==> config.mk <==
export PLATFORM = sky130hd
export DESIGN_NAME = if_fetch_unit
export DESIGN_NICKNAME = d
export VERILOG_FILES = /design/src/rtl/if_fetch_unit.sv
export SDC_FILE = /design/constraint.sdc
export NUM_CORES = 1
export LEC_CHECK = 0
export ABC_AREA = 1
export BUFFER_PORTS_ARGS = -buffer_cell sky130_fd_sc_hd__buf_2
export CAP_MARGIN = 30
export CORE_UTILIZATION = 56
export CTS_CLUSTER_SIZE = 8
export DETAILED_ROUTE_END_ITERATION = 10
export GPL_ROUTABILITY_DRIVEN = 0
export HOLD_SLACK_MARGIN = 0.02
export PLACE_DENSITY = 0.92
export SYNTH_ARGS = -nofsm -noshare
export SYNTH_HDL_FRONTEND = slang
export SYNTH_SLANG_ARGS = --single-unit
==> constraint.sdc <==
create_clock -name clk -period 5.1 [get_ports clk]
set_input_delay 0.255 -clock clk [delete_from_list [all_inputs] [get_ports clk]]
set_output_delay 0.255 -clock clk [all_outputs]
set_load 0.01 [all_outputs]
==> src/rtl/if_fetch_unit.sv <==
// Instruction fetch front end: issues pipelined word fetches, buffers returned words with
// their PCs in a small prefetch FIFO, and hands one {pc, inst} pair per cycle to IF/ID.
module if_fetch_unit #(
    parameter int unsigned DEPTH    = 2,
    parameter logic [31:0] RESET_PC = 32'h0000_0000
) (
    input  logic        clk,
    input  logic        rst,
    input  logic        ex_branch_flag_i,
    input  logic [31:0] ex_branch_addr_i,
    input  logic [4:0]  stalled_i,
    output logic        ibus_req_o,
    output logic [31:0] ibus_addr_o,
    input  logic        ibus_gnt_i,
    input  logic        ibus_rvalid_i,
    input  logic [31:0] ibus_rdata_i,
    output logic [31:0] pc_o,
    output logic [31:0] inst_o,
    output logic        valid_o
);

    localparam int unsigned CW = $clog2(DEPTH + 1);
    localparam int unsigned AW = $clog2(DEPTH);

    logic [31:0]   fetch_pc_q;
    logic [31:0]   resp_pc_q;
    logic [CW-1:0] count_q;
    logic [CW-1:0] outstanding_q;
    logic [CW-1:0] discard_q;
    logic [AW-1:0] wr_ptr_q;
    logic [AW-1:0] rd_ptr_q;
    logic [31:0]   fifo_pc_q   [DEPTH];
    logic [31:0]   fifo_inst_q [DEPTH];

    logic [CW:0]   inflight;
    logic          credit_ok;
    logic          fire;
    logic          drop;
    logic          push;
    logic          pop;
    logic [31:0]   target_pc;
    logic          unused_ok;

    assign unused_ok = ^{stalled_i[4:2], stalled_i[0], ex_branch_addr_i[1:0]};

    always_comb begin
        inflight    = {1'b0, count_q} + {1'b0, outstanding_q};
        credit_ok   = inflight < (CW + 1)'(DEPTH);
        ibus_req_o  = !rst && !ex_branch_flag_i && credit_ok;
        ibus_addr_o = {fetch_pc_q[31:2], 2'b00};
        fire        = ibus_req_o && ibus_gnt_i;
        drop        = ibus_rvalid_i && (discard_q != '0);
        push        = ibus_rvalid_i && (discard_q == '0) && !ex_branch_flag_i;
        valid_o     = !rst && (count_q != '0) && !ex_branch_flag_i;
        pop         = valid_o && !stalled_i[1];
        target_pc   = {ex_branch_addr_i[31:2], 2'b00};
        pc_o        = valid_o ? fifo_pc_q[rd_ptr_q]   : '0;
        inst_o      = valid_o ? fifo_inst_q[rd_ptr_q] : '0;
    end

    always_ff @(posedge clk or posedge rst) begin
        if (rst) begin
            fetch_pc_q    <= RESET_PC;
            resp_pc_q     <= RESET_PC;
            count_q       <= '0;
            outstanding_q <= '0;
            discard_q     <= '0;
            wr_ptr_q      <= '0;
            rd_ptr_q      <= '0;
        end else begin
            case ({fire, ibus_rvalid_i})
                2'b10:   outstanding_q <= outstanding_q + 1'b1;
                2'b01:   outstanding_q <= outstanding_q - 1'b1;
                default: outstanding_q <= outstanding_q;
            endcase

            if (ex_branch_flag_i) begin
                fetch_pc_q <= target_pc;
                resp_pc_q  <= target_pc;
                count_q    <= '0;
                wr_ptr_q   <= '0;
                rd_ptr_q   <= '0;
                // outstanding already includes responses still marked for discard, so every
                // in-flight word becomes stale exactly once (no double count on back-to-back).
                discard_q  <= outstanding_q - CW'(ibus_rvalid_i);
            end else begin
                if (fire) begin
                    fetch_pc_q <= fetch_pc_q + 32'd4;
                end
                if (drop) begin
                    discard_q <= discard_q - 1'b1;
                end
                if (push) begin
                    resp_pc_q <= resp_pc_q + 32'd4;
                    wr_ptr_q  <= wr_ptr_q + 1'b1;
                end
                if (pop) begin
                    rd_ptr_q <= rd_ptr_q + 1'b1;
                end
                case ({push, pop})
                    2'b10:   count_q <= count_q + 1'b1;
                    2'b01:   count_q <= count_q - 1'b1;
                    default: count_q <= count_q;
                endcase
            end
        end
    end

    always_ff @(posedge clk) begin
        if (push) begin
            fifo_pc_q[wr_ptr_q]   <= resp_pc_q;
            fifo_inst_q[wr_ptr_q] <= ibus_rdata_i;
        end
    end

    a_no_overflow: assert property (@(posedge clk) disable iff (rst)
        (push && !pop) |-> (count_q < CW'(DEPTH)));

    a_rvalid_expected: assert property (@(posedge clk) disable iff (rst)
        ibus_rvalid_i |-> (outstanding_q != '0));

    a_discard_bounded: assert property (@(posedge clk) disable iff (rst)
        discard_q <= CW'(DEPTH));

endmodule

==> key figures <==
Worst setup path
  • Depth of the most critical reg-to-reg path: 7
  • RR Endpoint: fifo_inst_q[0][9]
  • Reg2Reg Setup Slack: 1960 ps
  • Crit path kind: register to register
  • Worst setup EP type: register
  • Critical Path Source Type: register
  • Crit path required time: 5180 ps
  • CP max FO: 37
  • Data arrival, critical path: 3220 ps
  • Reg2reg start: discard_q[0]

Logic synthesis
  • Synth area leader: edfxtp_1
  • Ys async rst share: 0.354
  • Sequential area share after synthesis: 0.578
  • Yosys warning count: 0
  • Top cells by area, synth: edfxtp_1, dfrtp_1, nand2_1
  • Yosys top cell area share: 0.397
  • Most instantiated cells after synthesis: nand2_1, edfxtp_1, inv_1, a21oi_1, dfrtp_1
  • Cells after Synth: 1037
  • Yosys cell types: 41
  • Syn avg cell area: 9.05 um^2
  • Area of the mapped netlist: 9390 um^2
  • Most frequent cell after synthesis: nand2_1
  • Synthesized flop and latch total: 192
  • Post-synth EDFFs: 124
  • Post-synth top flop: edfxtp_1

Job
  • Max-cap check violation count: 0

Layout
  • Post-layout nets: 1297
  • Diodes inserted: 0
  • Layout cells sized above 1: 0.193
  • Layout Area Growth over Synthesis: 19.8%

Die
  • Die outline width: 131 um
  • DIE AREA: 17300 um^2
  • Initial Util: 0.582
  • Die Y: 131 um
  • Row Count: 46
  • Core box area: 16100 um^2
  • Top-Level Pins: 172

Min path
  • HP Start: ibus_rdata_i[20]
  • WHS Endpoint: fifo_inst_q[1][20]
  • Worst Hold Class: input pin to register
  • WHS Path Cells: 1

Timing
  • Max-slew headroom: 0.349
  • FMAX: 319 MHz
  • Final Critical Period: 3140 ps
  • Final TNS setup: 0 ps
  • RSZ-0062 raised after global routing: false
  • Max Slew Vio Count: 0
  • Final setup fails: 0
  • Final hold violations: 0
  • Clk_skew: 8.34 ps
  • Worst hold slack: 52.4 ps
  • Actual slew at the worst max-slew pin: 976 ps
  • Tcrit/Tclk final: 0.615

Clock network
  • TritonCTS clock tree: built
  • Post-cts resize count: 0
  • Clock Path Buffers: 2
  • Clk sinks: 192
  • Clock root buffer: clkbuf_16
  • Clock transition at path regs: 70 ps
  • Clock latency on the worst-skew pair: 440 ps
  • CTS H-tree depth: 4
  • CTS Buf Count: 17

Detailed routing
  • Drt pass-1 iters: 6
  • Starting DRT DRC Count: 740
  • Routed wire length per instance: 15.9 um
  • Via Count: 7944
  • DRC: 0
  • Total Wirelength: 23000 um
  • Antenna Violating Nets Remaining: 0
  • Vias per cell: 5.49

Power
  • Power per cell area: 381 nW/um^2
  • Worst IR Drop VDD: 0.256 mV
  • Leakage: 4.96 nW

Global route
  • Gr usage total: 0.274
  • Pin count of the biggest net entering global routing: 69
  • Global-route wire length before repair: 37100 um
  • Initial antenna violation count: 0
  • Number of global-route vias before repair: 7539
  • Gr ovfl total: 0

Placement
  • PortBufs: 161
  • Placed wire-length estimate: 15100 um

Outcome
  • Status: finished clean
[critical path: stages (launching register included)]
cell      delay [ps]
dfrtp_1          370
inv_1             80
ha_1             190
nand2_2          110
nor2_8           270
clkinv_1         420
nor2_4           740
buf_4            550
[stage by stage]
| step | power (mW) | std cells | area (um^2) | setup slack [ps] | utilization |
|---|---|---|---|---|---|
| after floorplan | 2.65 | 1040 | 9400 | 953 | - |
| after global placement | 2.90 | 1382 | 10300 | 1950 | 0.641 |
| after detailed placement | 2.95 | 1383 | 10300 | 1890 | 0.642 |
| after CTS | 4.29 | 1446 | 11200 | 1950 | 0.698 |
| after global routing | 4.48 | 1446 | 11200 | 1710 | 0.698 |
| final | 4.28 | 1446 | 11200 | 1960 | 0.698 |
[final cells by class]
cell class | count | area, um^2
Sequential cell | 192 | 5430
Timing Repair Buffer | 198 | 1170
Clock buffer | 18 | 429
Clock inverter | 14 | 161
Fill cell | 1163 | 4870
Inverter | 97 | 364
Multi-Input combinational cell | 711 | 3420
Tap cell | 216 | 270
[how the worst max path moves through the flow]
stage	start	end	slack, ps	cells past startpoint
after global routing	discard_q[0]	fifo_pc_q[0][26]	1710	7
after detailed placement	ex_branch_flag_i	fifo_pc_q[0][29]	1890	5
after global placement	ex_branch_flag_i	fifo_pc_q[0][29]	1950	5
final	discard_q[0]	fifo_inst_q[0][9]	1960	7
after floorplan	discard_q[0]	fifo_inst_q[0][0]	950	6
after CTS	discard_q[0]	fifo_pc_q[0][26]	1950	7
[layout by cell type (no fill, tap or decap), types with 4 or more instances in the layout]
master,n
inv_1,89
a21oi_1,79
ha_1,5
o21ai_0,34
inv_8,4
o21bai_1,6
conb_1,4
xnor2_1,4
nand2_1,354
buf_2,161
nor2_1,62
o211ai_1,15
edfxtp_1,124
nand3_1,59
dfrtp_1,67
dlygate4sd3_1,31
nand4_1,20
inv_6,5
inv_2,7
buf_4,5
nor2_2,7
nor2_4,8
nand2_2,8
xor2_1,15
o21ai_1,8
clkbuf_16,17
[sequential cells by signal (all words and copies together), names as in the netlist]
name / count
outstanding_q: 2
count_q: 2
resp_pc_q: 30
fifo_pc_q: 60
wr_ptr_q: 1
fifo_inst_q: 64
rd_ptr_q: 1
fetch_pc_q: 30
discard_q: 2
[logic make-up (layout without fill, tap and decap cells)]
logic type / count (synthesis) / after routing / share of synthesized area
AO/OA/AOI/OAI: 149 / 149 / 0.0876
adder cells (fa/ha/maj): 6 / 6 / 0.00880
buffers and inverters: 137 / 327 / 0.0605
other: 1 / 4 / 0.000400
XOR/XNOR: 19 / 19 / 0.0177
flip-flops: 192 / 192 / 0.578
AND/OR/NAND/NOR: 533 / 533 / 0.247
[per-layer routing]
| layer | up-vias | wire, um | track usage |
|---|---|---|---|
| li1 | 3799 | - | - |
| met1 | 3721 | 9400 | 0.370 |
| met2 | 375 | 11000 | 0.442 |
| met3 | 49 | 2060 | 0.0490 |
| met4 | 0 | 505 | 0.103 |
| met5 | - | 0 | 0 |
[power breakdown]
| part | internal, mW | switching (mW) |
|---|---|---|
| clock network | 0.701 | 0.622 |
| logic | 0.310 | 0.568 |
| registers | 1.88 | 0.202 |
[timing repair]
item	in CTS	in global routing
hold buffers	31	0
buffers inserted	0	0
endpoints found under the setup margin	0	0
hold endpoints to repair	62	0
(Power assumes the default switching activity.)
